### src/rtl/cache_control.sv
// rtl/cache_control.sv - write-back, write-allocate direct-mapped cache controller FSM with hit/miss/writeback statistics
module cache_control #(
    parameter int STAT_WIDTH = 16
) (
    input  logic                  clk,
    input  logic                  rst_n,
    input  logic                  mem_read,
    input  logic                  mem_write,
    output logic                  mem_resp,
    input  logic                  hit,
    input  logic                  dirty,
    input  logic                  pmem_resp,
    output logic                  pmem_read,
    output logic                  pmem_write,
    output logic                  pmem_addr_sel,
    output logic                  load_data,
    output logic                  load_tag,
    output logic                  load_valid,
    output logic                  load_dirty,
    output logic                  dirty_in,
    output logic                  datain_sel,
    input  logic                  stat_clr,
    output logic [STAT_WIDTH-1:0] hit_count,
    output logic [STAT_WIDTH-1:0] miss_count,
    output logic [STAT_WIDTH-1:0] wb_count
);

    typedef enum logic [1:0] {
        IDLE      = 2'd0,
        WRITEBACK = 2'd1,
        ALLOCATE  = 2'd2
    } state_t;

    localparam logic [STAT_WIDTH-1:0] STAT_MAX = {STAT_WIDTH{1'b1}};
    localparam logic [STAT_WIDTH-1:0] STAT_ONE = {{(STAT_WIDTH-1){1'b0}}, 1'b1};

    state_t state;
    state_t next_state;
    logic   retry;

    logic   req;
    logic   is_write;

    // Unqualified decode outputs; the ports below mask them with rst_n so a
    // combinational hit path cannot leak a strobe while reset is held.
    logic   mem_resp_c;
    logic   pmem_read_c;
    logic   pmem_write_c;
    logic   pmem_addr_sel_c;
    logic   load_data_c;
    logic   load_tag_c;
    logic   load_valid_c;
    logic   load_dirty_c;
    logic   dirty_in_c;
    logic   datain_sel_c;

    logic   hit_event;
    logic   miss_event;
    logic   wb_event;
    logic   fill_done;

    // A simultaneous read and write is handled as a write.
    assign req      = mem_read | mem_write;
    assign is_write = mem_write;

    // State register; reset forces IDLE without waiting for a clock edge.
    always_ff @(posedge clk or negedge rst_n) begin
        if (!rst_n) begin
            state <= IDLE;
        end else begin
            state <= next_state;
        end
    end

    // Next-state and output decode for the three controller states.
    always_comb begin
        next_state      = state;
        mem_resp_c      = 1'b0;
        pmem_read_c     = 1'b0;
        pmem_write_c    = 1'b0;
        pmem_addr_sel_c = 1'b0;
        load_data_c     = 1'b0;
        load_tag_c      = 1'b0;
        load_valid_c    = 1'b0;
        load_dirty_c    = 1'b0;
        dirty_in_c      = 1'b0;
        datain_sel_c    = 1'b0;

        case (state)
            IDLE: begin
                if (req) begin
                    if (hit) begin
                        mem_resp_c = 1'b1;
                        if (is_write) begin
                            load_data_c  = 1'b1;
                            load_dirty_c = 1'b1;
                            dirty_in_c   = 1'b1;
                            datain_sel_c = 1'b0;
                        end
                    end else if (dirty) begin
                        next_state = WRITEBACK;
                    end else begin
                        next_state = ALLOCATE;
                    end
                end
            end

            WRITEBACK: begin
                pmem_write_c    = 1'b1;
                pmem_addr_sel_c = 1'b1;
                if (pmem_resp) begin
                    next_state = ALLOCATE;
                end
            end

            ALLOCATE: begin
                pmem_read_c     = 1'b1;
                pmem_addr_sel_c = 1'b0;
                if (pmem_resp) begin
                    load_data_c  = 1'b1;
                    load_tag_c   = 1'b1;
                    load_valid_c = 1'b1;
                    load_dirty_c = 1'b1;
                    dirty_in_c   = 1'b0;
                    datain_sel_c = 1'b1;
                    next_state   = IDLE;
                end
            end

            default: begin
                next_state = IDLE;
            end
        endcase
    end

    assign mem_resp      = rst_n & mem_resp_c;
    assign pmem_read     = rst_n & pmem_read_c;
    assign pmem_write    = rst_n & pmem_write_c;
    assign pmem_addr_sel = rst_n & pmem_addr_sel_c;
    assign load_data     = rst_n & load_data_c;
    assign load_tag      = rst_n & load_tag_c;
    assign load_valid    = rst_n & load_valid_c;
    assign load_dirty    = rst_n & load_dirty_c;
    assign dirty_in      = rst_n & dirty_in_c;
    assign datain_sel    = rst_n & datain_sel_c;

    // The completion that follows a fill is the tail of a miss, not a hit.
    assign hit_event  = mem_resp_c & ~retry;
    assign miss_event = (state == IDLE) & req & ~hit;
    assign wb_event   = (state == WRITEBACK) & pmem_resp;
    assign fill_done  = (state == ALLOCATE) & pmem_resp;

    // Retry flag marks the IDLE re-evaluation right after a line fill.
    always_ff @(posedge clk or negedge rst_n) begin
        if (!rst_n) begin
            retry <= 1'b0;
        end else if (fill_done) begin
            retry <= 1'b1;
        end else if (mem_resp_c || ((state == IDLE) && !req)) begin
            retry <= 1'b0;
        end
    end

    // Saturating statistics counters; clear wins over any increment.
    always_ff @(posedge clk or negedge rst_n) begin
        if (!rst_n) begin
            hit_count  <= '0;
            miss_count <= '0;
            wb_count   <= '0;
        end else if (stat_clr) begin
            hit_count  <= '0;
            miss_count <= '0;
            wb_count   <= '0;
        end else begin
            if (hit_event && (hit_count != STAT_MAX)) begin
                hit_count <= hit_count + STAT_ONE;
            end
            if (miss_event && (miss_count != STAT_MAX)) begin
                miss_count <= miss_count + STAT_ONE;
            end
            if (wb_event && (wb_count != STAT_MAX)) begin
                wb_count <= wb_count + STAT_ONE;
            end
        end
    end

endmodule
### config.mk
export PLATFORM = sky130hd
export DESIGN_NAME = cache_control
export DESIGN_NICKNAME = d
export VERILOG_FILES = /design/src/rtl/cache_control.sv
export SDC_FILE = /design/constraint.sdc
export NUM_CORES = 1
export LEC_CHECK = 0
export ABC_AREA = 1
export CAP_MARGIN = 15
export CORE_MARGIN = 4
export CORE_UTILIZATION = 25
export CTS_CLUSTER_DIAMETER = 150
export CTS_CLUSTER_SIZE = 30
export DETAILED_ROUTE_END_ITERATION = 8
export PLACE_DENSITY_LB_ADDON = 0.08
export SLEW_MARGIN = 20
export SYNTH_ARGS = -nofsm -noshare
export SYNTH_HDL_FRONTEND = slang
export SYNTH_SLANG_ARGS = --single-unit
### constraint.sdc
create_clock -name clk -period 2 [get_ports clk]
set_input_delay 0.4 -clock clk [delete_from_list [all_inputs] [get_ports clk]]
set_output_delay 0.4 -clock clk [all_outputs]
set_load 0.01 [all_outputs]
-- Word-level counts from Yosys, hierarchy flattened
Index checks and enable logic that the tools add are counted.
- register bits: 51
- bits in latches: 0
- RAM bits: 0
- bits in read-only memories: 0
- bits of input ports: 8
- output and inout bits: 58
- logic and storage cells: 69
- memories: 0
- add/subtract/negate cells: 3
- multiply operators: 0
- divide/modulo/power cells: 0
- $lt $le $gt $ge: 0
- eq/ne operators: 9
- shift-type cells: 0
- muxes and demuxes: 26
- bitwise gates (word level): 14
- reduce and logical (&&, ||, !) cells: 12
- operators with widths (cell ; count):
    16-bit 2-to-1 mux ; 6
    16-bit by 1-bit adder with 16-bit output, second input constant ; 3
    16-bit != test, second input constant ; 3
    1-bit 2-to-1 mux ; 13
    1-bit AND ; 11
    2-bit 2-to-1 mux ; 5
    2-bit != test, second input constant ; 4
    2-bit nonzero test ; 4
    2-bit one-hot mux with 3 select lines ; 1
    1-bit logical AND ; 4
    4-bit AND reduction ; 1
    2-bit by 1-bit == test with 1-bit output, second input constant ; 1
    2-bit == test, second input constant ; 1
    2-bit logical NOT ; 1
    1-bit inverter ; 2
    1-bit one-hot mux with 2 select lines ; 1
    1-bit logical NOT ; 1
    1-bit logical OR ; 1
    1-bit bitwise OR ; 1

-- Logic depth before layout (Yosys ltp)
- depth in word-level cells: 7
- gate-level depth with buffers: 10
- depth with buffers taken out: 10

-- Least setup slack after synthesis
No wires, ideal clock.
- path type: register to register
- from: register wb_count[0]
- to: register wb_count[7]
- library setup time: 0.118 ns
- arrival time: 1.463 ns
- required time: 1.882 ns
- slack: 0.419 ns
- cell stages (with the launch flop): 11
- path buffers: 1
- period minus slack after synthesis: 1.581 ns
- cell sequence: dfrtp_1 -> ha_1 -> nand3_1 -> inv_1 -> nand2_2 -> nor2_4 -> nor2_4 -> nor2_4 -> buf_6 -> nand2_1 -> nand2_1
- word-level cells in the longest chain between the ends: 3
- elaborated cells between the ends (all ways): 6
- classes of those cells: add/sub (1); eq/ne (1); mux (2); reduce/logical (2)
- RTL lines (what ; line ; RTL):
    start, declared ; 25 ; output logic [STAT_WIDTH-1:0] wb_count
    start signal, assigned ; 182 ; wb_count <= wb_count + STAT_ONE;
    16-bit by 1-bit adder with 16-bit output or 16-bit != test (tied branches) ; 182, 181 ;
    16-bit 2-to-1 mux or 1-bit logical AND (tied branches) ; 181 ; if (wb_event && (wb_count != STAT_MAX)) begin
    16-bit 2-to-1 mux or 2-bit nonzero test (tied branches) ; n/a ;
Several ways; a longest one is shown, not always the timed one. The select of a mux whose other input is x is not followed.
A chain may end at the register's enable or synchronous reset.

-- Worst setup path in the final report
- from: input port pmem_resp
- to: output port load_data
- word-level cells in the longest chain between the ends: 3
- RTL lines (what ; line ; RTL):
    start, declared ; 12 ; input logic pmem_resp,
    1-bit 2-to-1 mux ; 119 ; if (pmem_resp) begin
    1-bit one-hot mux with 2 select lines ; 89 ; case (state)
    1-bit AND ; 140 ; assign load_data = rst_n & load_data_c;
    end, declared ; 16 ; output logic load_data,
Every way passes these cells.

==> results.toml <==
[sta]
finalClockSkew_ns = 0.00617
fmax_mhz = 520
tightestPinTransition_ns = 0.395
rsz0062_at_grt = "no"
hold_violations = 0
relSlewSlack_pct = 73.7
min_period_over_period_pct = 96.1
setup_viol_count_final = 0
fin_crit_ns = 1.92
tns_ns = 0
report.final.slew_viol_count = 0

[logic_synthesis]
yosys_warnings = 0
synth.distinct_cells = 30
synth.largest_area_cell = "dfrtp_1"
synth_area_per_cell_um2 = 6.84
ys_seq_area_share_pct = 38.1
synth_cells = 490
synth_area_leaders = "dfrtp_1 38%, nand2_1 18%, nand3_1 7.8%, nor2_1 6.9%, nand4_1 5.6%"
synth_top_area_share_pct = 38.1
synth_nets = 501
ys_ff_latch = 51
syn_area_um2 = 3350

[floorplanning]
die_w_um = 124
num_rows = 42
io_pins = 66
die_area_um2 = 15300
coreArea_um2 = 13200
start_util_pct = 25.4
die_height_um = 124

[routing]
totalWireLength_um = 9970
wire_per_inst_um = 13.4
first_pass_iters = 4
ant_nets = 0
num_vias = 3372
vias_per_cell = 4.53
drtIter0Drc = 168
drc = 0

[flow_run]
drv_cap = 0

[final_layout]
syn2layout_area_growth_pct = 32.3
antennaDiodeCount = 0
nNetsFinal = 578
n_fill_cell = 1448
drive_above_1_share_pct = 9.51

[clocking]
cts-htree-levels = 2
cts_made_buffers = 5
cts_tree = "yes"
clk_pin_slew_ns = 0.07
clk_latency_ns = 0.30
clock_tree.root_cell = "clkbuf_16"
clockBufferDepth = 2
cts_setup_buffers = 0
clock_sinks = 51

[critical_path]
worstSetupStartpoint = "pmem_resp"
r2r_start = "wb_count[1]$_DFFE_PN0P_"
required_ns = 1.60
arrival_ns = 1.52
crit_type = "input port to output pin"
start_kind = "input port"
crit_path_max_fanout = 3
cp-end-kind = "output pin"

[grt]
groute.usage.overall_pct = 13.8
grt_pass1_vias = 3266
grt_start_max_net_pins = 30
antenna_found_initial = 0
grt_pass1_wl_um = 16700
grt_overflow = 0

[min_path]
hp-class = "input port to async pin"

[pwr]
p_sw_w = 0.000777
irDropWorstVdd_mv = 0.275
power_frac_seq_pct = 44.0
switching_share_pct = 30.5
p_comb_share_pct = 19.6
power_w = 0.00255
internal_power_w = 0.00177
power.density_nw_per_um2 = 575
clkPwrFrac_pct = 36.4
p_leak_nw = 2.10

[outcome]
status = "complete, no violations"

[placement]
dp_hpwl_um = 7430
gp_congestion = 0.795
io_buffers = 65
-- metal layers --
| metal | vias up | track usage (%) | part of all wire [%] |
|---|---|---|---|
| met5 | - | 0 | 0 |
| met4 | 0 | 3.39 | 1.2 |
| met3 | 10 | 3.27 | 4.4 |
| met2 | 63 | 22.3 | 47 |
| met1 | 1570 | 18.6 | 48 |
| li1 | 1729 | - | - |
-- final cells by class --
type                    instances  area (µm²)  area share, %
clock buffers                   6         139           3.13
clock inverters                 2        16.3          0.367
inverters                      51         191           4.32
multi-input cells             374        1800           40.5
flip-flops and latches         51        1280           28.8
well taps                     176         220           4.97
repair buffers                 84         792           17.9
-- cells in the final DEF, fill, tap and decap left out, types with 2 or more instances in the layout --
master,synthesis,routed
nor2_4,5,5
o21bai_1,8,8
nand2_2,5,5
xor2_1,10,10
dlygate4sd2_1,0,9
o21ai_1,2,2
dfrtp_2,0,2
o21ai_0,8,8
dfrtp_1,51,49
buf_4,5,18
inv_1,47,47
nand2_1,162,162
nand4_1,30,30
clkbuf_16,0,5
clkdlybuf4s50_1,0,54
a21oi_1,4,3
ha_1,3,3
nor2_1,62,60
nand3b_1,4,4
nor2_2,6,8
nor3_1,6,6
inv_2,3,3
nand3_1,52,52
-- power by group through the flow --
stage	Sequential (W)	Combinational, W	Clock (W)
2_1_floorplan	0.00114	0.000277	0
3_3_place_gp	0.00114	0.000519	0
3_5_place_dp	0.00114	0.000522	0
4_1_cts	0.00112	0.000510	0.000982
5_1_grt	0.00113	0.000564	0.00101
6_report	0.00112	0.000498	0.000929
-- sequential cells by signal (all words and copies together) (netlist names) --
signal and count:
wb_count 16, miss_count 16, retry 1, hit_count 16, state 2
-- metrics by stage --
step	hold WS (ns)	cell area (µm²)	std cells	util (%)	worst slack, ns
floorplan	0.104	3350	490	-	0.419
global placement	0.528	4280	736	32.4	-0.161
detailed placement	0.526	4280	736	32.4	-0.211
CTS	0.193	4430	744	33.6	0.0178
global route	0.210	4430	744	33.6	0.0124
finish	0.165	4430	744	33.6	0.0782
-- final timing paths --
kind	to	cells after the start	slack, ns
max	load_data	4	0.08
min in group clk	hit_count[0]$_DFFE_PN0P_	1	0.55
max in group asynchronous	state[1]$_DFFE_PN0P_	3	1.08
min reg2reg	hit_count[0]$_DFFE_PN0P_	1	0.55
max reg2reg	wb_count[11]$_DFFE_PN0P_	9	0.25
min	wb_count[5]$_DFFE_PN0P_	2	0.16
-- cells by family (layout without fill, tap and decap cells) --
group / count (synthesis) / count (layout) / synth area share (%)
flops: 51 / 51 / 38.1
buf+inv: 65 / 143 / 8.55
fa+ha+maj: 3 / 3 / 1.12
xor+xnor: 11 / 11 / 2.88
simple gates: 333 / 333 / 44.2
compound gates: 26 / 26 / 4.86
mux: 1 / 1 / 0.299
-- cell usage after synthesis (all sizes together) --
master  number
clkbuf       5
xnor2        1
o311ai       1
dfrtp       51
inv         50
nand2      167
mux2i        1
buf          9
a32oi        1
nand3       52
nor3         6
nor2        73
or2          1
o21ai       11
o21bai       8
nand3b       4
o22ai        1
a21oi        4
clkinv       1
nand4       30
ha           3
xor2        10
-- worst max-delay path, cell delays in order --
cell and delay (ns):
clkdlybuf4s50_1 0.48, nand3_1 0.16, a21oi_2 0.19, dlygate4sd2_1 0.29
-- what timing repair did --
item | 4_1_cts | 5_1_grt
setup endpoints to repair | 10 | 3
resized for setup | 12 | 3
hold buffers | 0 | 0
No activity file was read; power rests on OpenSTA's default activity.
